### src/rtl/snes_pad_responder_if.sv
// snes_pad_responder_if: pad-side signal bundle of the SNES controller link.
// The optional turbo_mask member exists only when SNES_PAD_TURBO_EN is defined.
interface snes_pad_responder_if;

  logic [15:0] buttons;
  logic        data_latch;
  logic        data_clock;
  logic        serial_data;
  logic        busy;
  logic        frame_done;
  logic [4:0]  bit_index;
`ifdef SNES_PAD_TURBO_EN
  logic [15:0] turbo_mask;
`endif

`ifdef SNES_PAD_TURBO_EN
  // Host / core side: drives buttons and the link, observes the responder.
  modport master (
    output buttons, data_latch, data_clock, turbo_mask,
    input  serial_data, busy, frame_done, bit_index
  );

  // Responder side.
  modport slave (
    input  buttons, data_latch, data_clock, turbo_mask,
    output serial_data, busy, frame_done, bit_index
  );
`else
  // Host / core side: drives buttons and the link, observes the responder.
  modport master (
    output buttons, data_latch, data_clock,
    input  serial_data, busy, frame_done, bit_index
  );

  // Responder side.
  modport slave (
    input  buttons, data_latch, data_clock,
    output serial_data, busy, frame_done, bit_index
  );
`endif

endinterface

### src/rtl/snes_pad_responder.sv
// snes_pad_responder: emulates an SNES game pad on the serial link. Synchronizes
// the host latch/clock, glitch-filters the latch and shifts out the active-low
// button word on serial_data.
// Optional feature: define SNES_PAD_TURBO_EN to add turbo_mask and a frame counter
// that forces masked buttons released on alternating groups of TURBO_FRAMES frames.
module snes_pad_responder #(
  parameter int unsigned SYNC_STAGES      = 2,
  parameter int unsigned MIN_LATCH_CYCLES = 4,
  parameter int unsigned NUM_BITS         = 16,
  parameter int unsigned TURBO_FRAMES     = 4
) (
  input logic                  clock,
  input logic                  reset,
  snes_pad_responder_if.slave  pad
);

  localparam int unsigned WORD_W = 16;
  localparam int unsigned IDX_W  = 5;
  localparam int unsigned CNT_W  = $clog2(MIN_LATCH_CYCLES + 1);

  typedef enum logic [1:0] {
    IDLE  = 2'd0,
    LATCH = 2'd1,
    SHIFT = 2'd2,
    DONE  = 2'd3
  } state_e;

  // Elaboration-time parameter sanity checks.
  if (SYNC_STAGES < 2) begin : g_chk_sync
    $error("snes_pad_responder: SYNC_STAGES must be at least 2");
  end
  if (MIN_LATCH_CYCLES < 1) begin : g_chk_latch
    $error("snes_pad_responder: MIN_LATCH_CYCLES must be at least 1");
  end
  if (NUM_BITS < 1 || NUM_BITS > 31) begin : g_chk_bits
    $error("snes_pad_responder: NUM_BITS must be in 1..31");
  end
  if (TURBO_FRAMES < 1) begin : g_chk_turbo
    $error("snes_pad_responder: TURBO_FRAMES must be at least 1");
  end

  // --------------------------------------------------------------------------
  // Input synchronizers and edge detection
  // --------------------------------------------------------------------------
  logic [SYNC_STAGES-1:0] latch_sync_q;
  logic [SYNC_STAGES-1:0] clk_sync_q;
  logic                   latch_prev_q;
  logic                   clk_prev_q;
  logic                   latch_s;
  logic                   clk_s;
  logic                   latch_fall;
  logic                   clk_rise;

  // Synchronizer chains plus one history flop each; idle levels latch=0, clock=1.
  always_ff @(posedge clock or posedge reset) begin
    if (reset) begin
      latch_sync_q <= '0;
      clk_sync_q   <= '1;
      latch_prev_q <= 1'b0;
      clk_prev_q   <= 1'b1;
    end else begin
      latch_sync_q <= {latch_sync_q[SYNC_STAGES-2:0], pad.data_latch};
      clk_sync_q   <= {clk_sync_q[SYNC_STAGES-2:0], pad.data_clock};
      latch_prev_q <= latch_s;
      clk_prev_q   <= clk_s;
    end
  end

  assign latch_s    = latch_sync_q[SYNC_STAGES-1];
  assign clk_s      = clk_sync_q[SYNC_STAGES-1];
  assign latch_fall = latch_prev_q & ~latch_s;
  assign clk_rise   = clk_s & ~clk_prev_q;

  // --------------------------------------------------------------------------
  // Latch glitch filter
  // --------------------------------------------------------------------------
  logic [CNT_W-1:0] latch_cnt_q;
  logic [CNT_W-1:0] latch_cnt_d;
  logic             latch_ok;

  // Saturating high-time counter, cleared whenever the synchronized latch is low.
  always_comb begin
    latch_cnt_d = '0;
    if (latch_s) begin
      if (latch_cnt_q >= CNT_W'(MIN_LATCH_CYCLES)) begin
        latch_cnt_d = latch_cnt_q;
      end else begin
        latch_cnt_d = latch_cnt_q + CNT_W'(1);
      end
    end
  end

  // Latch counter register.
  always_ff @(posedge clock or posedge reset) begin
    if (reset) begin
      latch_cnt_q <= '0;
    end else begin
      latch_cnt_q <= latch_cnt_d;
    end
  end

  assign latch_ok = (latch_cnt_q >= CNT_W'(MIN_LATCH_CYCLES));

  // --------------------------------------------------------------------------
  // Parallel-load word (optionally turbo-gated)
  // --------------------------------------------------------------------------
  logic [WORD_W-1:0] load_word;
  logic              frame_done_d;

`ifdef SNES_PAD_TURBO_EN
  localparam int unsigned TF_W = $clog2(2 * TURBO_FRAMES);

  logic [TF_W-1:0] frame_cnt_q;
  logic [TF_W-1:0] frame_cnt_d;
  logic            turbo_off;

  // Frame counter advances once per completed frame, wrapping at 2*TURBO_FRAMES.
  always_comb begin
    frame_cnt_d = frame_cnt_q;
    if (frame_done_d) begin
      if (frame_cnt_q == TF_W'(2 * TURBO_FRAMES - 1)) begin
        frame_cnt_d = '0;
      end else begin
        frame_cnt_d = frame_cnt_q + TF_W'(1);
      end
    end
  end

  // Frame counter register.
  always_ff @(posedge clock or posedge reset) begin
    if (reset) begin
      frame_cnt_q <= '0;
    end else begin
      frame_cnt_q <= frame_cnt_d;
    end
  end

  // Second half of the turbo period: masked buttons read as released.
  assign turbo_off = (frame_cnt_q >= TF_W'(TURBO_FRAMES));
  assign load_word = ~(pad.buttons & ~(pad.turbo_mask & {WORD_W{turbo_off}}));
`else
  assign load_word = ~pad.buttons;
`endif

  // --------------------------------------------------------------------------
  // Frame FSM
  // --------------------------------------------------------------------------
  state_e            state_q;
  state_e            state_d;
  logic [WORD_W-1:0] shift_q;
  logic [WORD_W-1:0] shift_d;
  logic [IDX_W-1:0]  bit_index_q;
  logic [IDX_W-1:0]  bit_index_d;
  logic              serial_q;
  logic              serial_d;
  logic              busy_q;
  logic              busy_d;
  logic              frame_done_q;

  // Next-state, shift register and output decode; a valid latch always wins.
  always_comb begin
    state_d      = state_q;
    shift_d      = shift_q;
    bit_index_d  = bit_index_q;
    frame_done_d = 1'b0;
    serial_d     = 1'b1;

    case (state_q)
      IDLE: begin
        serial_d = 1'b1;
        if (latch_ok) begin
          state_d     = LATCH;
          shift_d     = load_word;
          bit_index_d = '0;
        end
      end

      LATCH: begin
        // Track live buttons until the latch drops; the last load is kept.
        shift_d     = load_word;
        bit_index_d = '0;
        serial_d    = shift_q[0];
        if (latch_fall) begin
          state_d = SHIFT;
        end
      end

      SHIFT: begin
        serial_d = shift_q[0];
        if (latch_ok) begin
          // Host restarted mid-frame: abandon it without frame_done.
          state_d     = LATCH;
          shift_d     = load_word;
          bit_index_d = '0;
        end else if (clk_rise) begin
          shift_d = {1'b0, shift_q[WORD_W-1:1]};
          if (bit_index_q == IDX_W'(NUM_BITS - 1)) begin
            frame_done_d = 1'b1;
            bit_index_d  = IDX_W'(NUM_BITS);
            state_d      = DONE;
          end else begin
            bit_index_d = bit_index_q + IDX_W'(1);
          end
        end
      end

      DONE: begin
        // A real pad returns 0 for every bit past the end of the word.
        serial_d = 1'b0;
        if (latch_ok) begin
          state_d     = LATCH;
          shift_d     = load_word;
          bit_index_d = '0;
        end
      end

      default: begin
        state_d = IDLE;
      end
    endcase

    busy_d = (state_d == LATCH) || (state_d == SHIFT);
  end

  // State, data path and registered outputs.
  always_ff @(posedge clock or posedge reset) begin
    if (reset) begin
      state_q      <= IDLE;
      shift_q      <= '1;
      bit_index_q  <= '0;
      serial_q     <= 1'b1;
      busy_q       <= 1'b0;
      frame_done_q <= 1'b0;
    end else begin
      state_q      <= state_d;
      shift_q      <= shift_d;
      bit_index_q  <= bit_index_d;
      serial_q     <= serial_d;
      busy_q       <= busy_d;
      frame_done_q <= frame_done_d;
    end
  end

  assign pad.serial_data = serial_q;
  assign pad.busy        = busy_q;
  assign pad.frame_done  = frame_done_q;
  assign pad.bit_index   = bit_index_q;

endmodule

### src/flat_wrapper.sv
// flat-port wrapper written by rule: the top's interface ports become plain ports
module snes_pad_responder_flat 
#(
  parameter int unsigned SYNC_STAGES      = 2,
  parameter int unsigned MIN_LATCH_CYCLES = 4,
  parameter int unsigned NUM_BITS         = 16,
  parameter int unsigned TURBO_FRAMES     = 4
)
  (clock, reset, pad_buttons, pad_data_latch, pad_data_clock, pad_serial_data, pad_busy, pad_frame_done, pad_bit_index);
  snes_pad_responder_if pad_i ();
  input logic clock;
  input logic reset;
  input wire logic [$bits(pad_i.buttons)-1:0] pad_buttons;
  input wire logic [$bits(pad_i.data_latch)-1:0] pad_data_latch;
  input wire logic [$bits(pad_i.data_clock)-1:0] pad_data_clock;
  output wire logic [$bits(pad_i.serial_data)-1:0] pad_serial_data;
  output wire logic [$bits(pad_i.busy)-1:0] pad_busy;
  output wire logic [$bits(pad_i.frame_done)-1:0] pad_frame_done;
  output wire logic [$bits(pad_i.bit_index)-1:0] pad_bit_index;
  assign pad_i.buttons = pad_buttons;
  assign pad_i.data_latch = pad_data_latch;
  assign pad_i.data_clock = pad_data_clock;
  assign pad_serial_data = pad_i.serial_data;
  assign pad_busy = pad_i.busy;
  assign pad_frame_done = pad_i.frame_done;
  assign pad_bit_index = pad_i.bit_index;
  snes_pad_responder #(.SYNC_STAGES(SYNC_STAGES), .MIN_LATCH_CYCLES(MIN_LATCH_CYCLES), .NUM_BITS(NUM_BITS), .TURBO_FRAMES(TURBO_FRAMES)) u_core (.clock(clock), .reset(reset), .pad(pad_i));
endmodule
### config.mk
export PLATFORM = sky130hd
export DESIGN_NAME = snes_pad_responder_flat
export DESIGN_NICKNAME = d
export VERILOG_FILES = /design/src/rtl/snes_pad_responder_if.sv /design/src/rtl/snes_pad_responder.sv /design/src/flat_wrapper.sv
export SDC_FILE = /design/constraint.sdc
export NUM_CORES = 1
export LEC_CHECK = 0
export CAP_MARGIN = 40
export CELL_PAD_IN_SITES_DETAIL_PLACEMENT = 0
export CELL_PAD_IN_SITES_GLOBAL_PLACEMENT = 2
export CORE_AREA = 5 5 74 76
export CTS_CLUSTER_DIAMETER = 30
export DETAILED_ROUTE_END_ITERATION = 8
export DIE_AREA = 0 0 79 81
export PLACE_DENSITY_LB_ADDON = 0.12
export SYNTH_ARGS = -nofsm -noshare
export SYNTH_HDL_FRONTEND = slang
export SYNTH_SLANG_ARGS = --single-unit
### constraint.sdc
create_clock -name clock -period 3.7 [get_ports clock]
set_input_delay 0.74 -clock clock [delete_from_list [all_inputs] [get_ports clock]]
set_output_delay 0.74 -clock clock [all_outputs]
set_load 0.05 [all_outputs]
==> results.cfg, run 1 <==
[logic_synthesis]
synth_ff_type = dfstp_2
synth_top_family_by_area = simple AND/OR/NAND/NOR gates
synth_area_per_cell_um2 = 11.5
synth_xor_area_frac = 0.0104
synth_edf_count = 0
asyncSetResetFlopFracSynth = 1.00
synthDistinctLibCells = 36
synth_area_um2 = 1680
synth_adder_area_share = 0.0520
synthCells = 146
synth-compound-area-share = 0.113
synthMuxAreaShare = 0.113
yosysWarnings = 0
synth_seq_cells = 35
yosysSeqAreaShare = 0.535
synth_simple_gate_area_frac = 0.123
synth_nets = 173

[worst_setup_path]
critical-path-slowest-cell = clkdlybuf4s50_1
crit_chain = clkdlybuf4s50_1
cp_max_fo = 1
critical-path-top-delay-family = buffers and inverters
critPathKind = reg2out
cp_data_arrival_time_ns = 1.59
start_kind = flop
max_stage_delay_ns = 0.79
crit_required_ns = 2.96
cp-end-kind = output pin
crit_buf_inv = 1

[cells_and_area]
fin_nets = 203
drive_gt1_frac = 0.288
n_antenna_cell = 0
stdcell_count = 231
area_growth_pct = 24.7

[global_route]
met3_usage = 0.0377
antenna_found_initial = 0
grt_util_met1 = 0.125
grt_pass1_wl_um = 4930
grt-busiest-layer = met2
grt_usage = 0.101
grtUsageMet2 = 0.153
grt_pass1_vias = 1138
grt_overflow_total = 0
grt_max_degree = 36

[floorplan]
die_h_um = 81
core_um2 = 4660
ios = 28
die_w_um = 79
start_util = 0.361
dieArea_um2 = 6400
rows = 25

[placed_design]
port_buffers = 27
hpwlAfterDp_um = 2170
place_inst = 223
gp_congestion = 0.805

[route]
wirelength_um = 3070
drc = 0
postRouteAntennaNets = 0
drt_iter0_drc = 76
firstDrtPassIters = 4
routedWlPerCell_um = 13.3
vias_per_cell = 4.90
vias = 1131

[power]
leakage_nw = 0.891
power.density_nw_per_um2 = 812
irDropWorstVdd_mv = 0.346

[run_status]
run_status = complete, no violations

[sta]
maxSlewHeadroom = 0.513
fin_tns_setup_ns = 0
hold_viol_final = 0
drv_slew = 0
finClkSkew_ns = 0.00196
rsz0062_at_grt = no
fin_crit_ns = 2.33
post-route-period-util = 0.629
setup_viol = 0
fmax_ghz = 0.430
worst_pin_slew_ns = 0.731

[clock_tree]
cts_buffer_depth = 2
cts.sinks = 35
cts_tree = done
cts_inserted_buffers = 5
cts.repair.resized = 0
postCtsSetupBuffers = 0
hold_buffers = 0
h-tree-depth = 2
clk_pin_slew_ns = 0.07
root_buffer = clkbuf_8
clk-insertion-delay-late_ns = 0.28

[hold_path]
hold_path_class = reg2reg

[job]
max_cap_viol_count = 0
-- layout by cell type, fill, tap and decap left out, types with 2 or more instances in the layout --
cell type         n
clkbuf_8          6
clkdlybuf4s50_1  27
nor2_1           18
o21ai_0           4
dfrtp_1          15
ha_1              7
nor2b_1           3
nand3_1           7
nand2_1           2
dfstp_2          20
mux2_2           16
a21oi_1          16
o31ai_1           2
inv_1             9
-- worst paths after layout --
check                      slack [ns]                      to              startpoint  cells past startpoint
max reg2reg                      1.66       u_core.shift_q[6]       u_core.state_q[0]                      7
min                              0.36    u_core.clk_sync_q[1]    u_core.clk_sync_q[0]                      0
max                              1.37         pad_serial_data  u_core.pad.serial_data                      1
max in group asynchronous        2.50       u_core.shift_q[3]                   reset                      3
min in group asynchronous        0.85  u_core.latch_sync_q[0]                   reset                      3
min reg2reg                      0.36    u_core.clk_sync_q[1]    u_core.clk_sync_q[0]                      0
-- worst register-to-register path, stage by stage, from the launching register on --
cell	delay (ns)
dfrtp_1	0.42
inv_1	0.09
ha_1	0.30
nand2b_1	0.44
buf_6	0.32
nor2_1	0.10
a21oi_1	0.04
mux2_2	0.26
-- final cells by class --
type                       count  area [µm²]
multi-input combinational     96         692
timing repair buffer          29         289
sequential                    35         901
clock buffer                   6        82.6
fill                         440        2560
tap                           54        67.6
inverter                       9        33.8
clock inverter                 2        35.0
-- state kept, by name, indices dropped and copies added (netlist names) --
name                    flops
u_core.shift_q             16
u_core.pad.serial_data      1
u_core.latch_sync_q         2
u_core.state_q              2
u_core.pad.frame_done       1
u_core.latch_cnt_q          3
u_core.latch_prev_q         1
u_core.clk_prev_q           1
u_core.pad.bit_index        5
u_core.pad.busy             1
u_core.clk_sync_q           2
-- Yosys cell counts, drive strengths merged (2+ instances only) --
master | instances | area share
nor2 | 19 | 0.047
nand2 | 2 | 0.0045
dfstp | 20 | 0.31
o31ai | 2 | 0.0089
nor2b | 3 | 0.011
nor4 | 2 | 0.011
nand2b | 2 | 0.012
dfrtp | 15 | 0.22
o211ai | 2 | 0.012
ha | 7 | 0.052
o21ai | 4 | 0.012
buf | 6 | 0.034
inv | 9 | 0.020
nand3 | 7 | 0.021
mux2 | 16 | 0.11
a21oi | 17 | 0.053
-- power by group --
part	switching [mW]	total [mW]	internal (mW)
logic	0.370	0.701	0.331
registers	0.0726	0.654	0.581
clock network	0.132	0.350	0.218
-- per-layer routing --
metal | share of wire | up-vias | wire, µm
met3 | 0.044 | 2 | 135
met4 | 0.0049 | 0 | 15
met2 | 0.46 | 26 | 1420
li1 | - | 558 | -
met1 | 0.49 | 545 | 1490
met5 | 0 | - | 0
-- cells by family after synthesis --
kind of cell             count (synthesis)
multiplexers                            17
adder cells (fa/ha/maj)                  7
XOR/XNOR                                 2
AO/OA/AOI/OAI                           31
buffers and inverters                   15
flip-flops                              35
AND/OR/NAND/NOR                         39
-- stage by stage --
| step | cell area (µm²) | utilization | setup slack, ns | hold WS (ns) | power [mW] |
|---|---|---|---|---|---|
| floorplan | 1680 | - | 1.85 | 0.331 | 1.25 |
| global placement | 1970 | 0.423 | 1.57 | 0.338 | 1.33 |
| detailed placement | 1980 | 0.426 | 1.67 | 0.347 | 1.37 |
| CTS | 2100 | 0.451 | 1.35 | 0.358 | 1.73 |
| global route | 2100 | 0.451 | 1.35 | 0.364 | 1.82 |
| finish | 2100 | 0.451 | 1.37 | 0.357 | 1.71 |
Note: power is estimated with default switching activity, not from simulation.
==> run 2, diff against run 1 <==
- CORE_AREA: 5 5 74 76 -> 5 5 77 79
- DIE_AREA: 0 0 79 81 -> 0 0 82 84
- clock period: 3.7 -> 2.3 ns (I/O delays scaled with it)
==> results.cfg, run 2 (synthesized netlist as in run 1, its figures left out) <==
[placed_design]
port_buffers = 27
hpwlAfterDp_um = 2190
gp_congestion = 0.733

[sta]
hold_viol_final = 0
post-route-period-util = 0.886
worst_pin_slew_ns = 0.528
drv_slew = 0
maxSlewHeadroom = 0.647
rsz0062_at_grt = no
setup_viol = 0
fin_crit_ns = 2.04
fmax_ghz = 0.491
finClkSkew_ns = 0.00343
fin_tns_setup_ns = 0

[cells_and_area]
multi_input_area_um2 = 692
final_common_cell = clkdlybuf4s50_1
n_antenna_cell = 0
drive_gt1_frac = 0.282
final_cell_mix = 27 x clkdlybuf4s50_1, 20 x dfstp_2, 18 x nor2_1, 16 x mux2_2, 16 x a21oi_1
regMostFlops = u_core.shift_q
area_growth_pct = 24.3
fin_nets = 203
largest_reg_flops = 16
fillers = 537
regArea_um2 = 901

[clock_tree]
cts_tree = done
cts.repair.resized = 0
clk_pin_slew_ns = 0.07
hold_buffers = 0
h-tree-depth = 2
cts_buffer_depth = 2
postCtsSetupBuffers = 0
root_buffer = clkbuf_8
cts_inserted_buffers = 5
cts.sinks = 35
clk-insertion-delay-late_ns = 0.28

[route]
routedWlPerCell_um = 12.4
vias = 1121
drt_iter0_drc = 74
drc = 0
vias_per_cell = 4.50
postRouteAntennaNets = 0
firstDrtPassIters = 4
wirelength_um = 3090

[power]
pwr-share-clk = 0.171
switching_power_mw = 0.909
power.density_nw_per_um2 = 1250
seqPwrFrac = 0.402
leakage_nw = 0.877
power_mw = 2.61
irDropWorstVdd_mv = 0.399
p_int_mw = 1.70
combPwrFrac = 0.426
sw_frac_of_total = 0.348

[run_status]
run_status = complete, no violations

[worst_setup_path]
crit_required_ns = 1.84
critical-path-slowest-cell = clkdlybuf4s50_1
critPathKind = reg2out
crit_buf_inv = 1
cp_max_fo = 1
cp-end-kind = output pin
max_stage_delay_ns = 0.79
crit_chain = clkdlybuf4s50_1
start_kind = flop
critical-path-top-delay-family = buffers and inverters
cp_data_arrival_time_ns = 1.58

[floorplan]
rows = 27
core_um2 = 5270
die_w_um = 82
start_util = 0.320
ios = 28
dieArea_um2 = 6890
die_h_um = 84

[global_route]
grt_util_met1 = 0.132
grt_overflow_total = 0
grt_max_degree = 36
grt-busiest-layer = met2
grt_pass1_wl_um = 5410
antenna_found_initial = 0
met3_usage = 0.0378
grt_usage = 0.102
grt_pass1_vias = 1130
grtUsageMet2 = 0.153

[hold_path]
hold_path_class = reg2reg

[job]
max_cap_viol_count = 0
run 2: worst paths after layout:
check / cells after the start / slack (ns) / to / start
max reg2reg: 5 / 0.41 / u_core.shift_q[9] / u_core.state_q[0]
max: 1 / 0.26 / pad_serial_data / u_core.pad.serial_data
min reg2reg: 0 / 0.35 / u_core.latch_sync_q[1] / u_core.latch_sync_q[0]
max in group asynchronous: 3 / 1.38 / u_core.shift_q[3] / reset
min in group asynchronous: 3 / 0.57 / u_core.latch_sync_q[0] / reset
min: 0 / 0.35 / u_core.latch_sync_q[1] / u_core.latch_sync_q[0]
run 2: power groups by stage:
stage	logic, mW	registers, mW	clock network [mW]
3_3_place_gp	1.10	1.05	0
4_1_cts	1.13	1.05	0.470
2_1_floorplan	0.927	1.08	0
5_1_grt	1.25	1.08	0.497
3_5_place_dp	1.13	1.06	0
6_report	1.11	1.05	0.447
run 2: through the flow:
stage / setup slack [ns] / hold WS, ns / instance area, µm² / utilization / std cells
2_1_floorplan: 0.448 / 0.331 / 1680 / - / 146
3_3_place_gp: 0.465 / 0.336 / 2000 / 0.380 / 241
5_1_grt: 0.223 / 0.359 / 2090 / 0.397 / 249
6_report: 0.262 / 0.353 / 2090 / 0.397 / 249
3_5_place_dp: 0.388 / 0.340 / 2000 / 0.380 / 241
4_1_cts: 0.243 / 0.357 / 2090 / 0.397 / 249
run 2: per-layer routing:
layer | vias to the layer above | part of all wire
li1 | 556 | -
met1 | 529 | 0.47
met2 | 30 | 0.45
met3 | 6 | 0.062
met4 | 0 | 0.018
met5 | - | 0
run 2: area by class of cell:
| type | count | area share |
|---|---|---|
| Clock inverter | 1 | 0.00239 |
| Inverter | 9 | 0.0161 |
| Tap cell | 72 | 0.0430 |
| Sequential cell | 35 | 0.430 |
| Clock buffer | 7 | 0.0412 |
| Multi-Input combinational cell | 96 | 0.331 |
| Timing Repair Buffer | 29 | 0.136 |
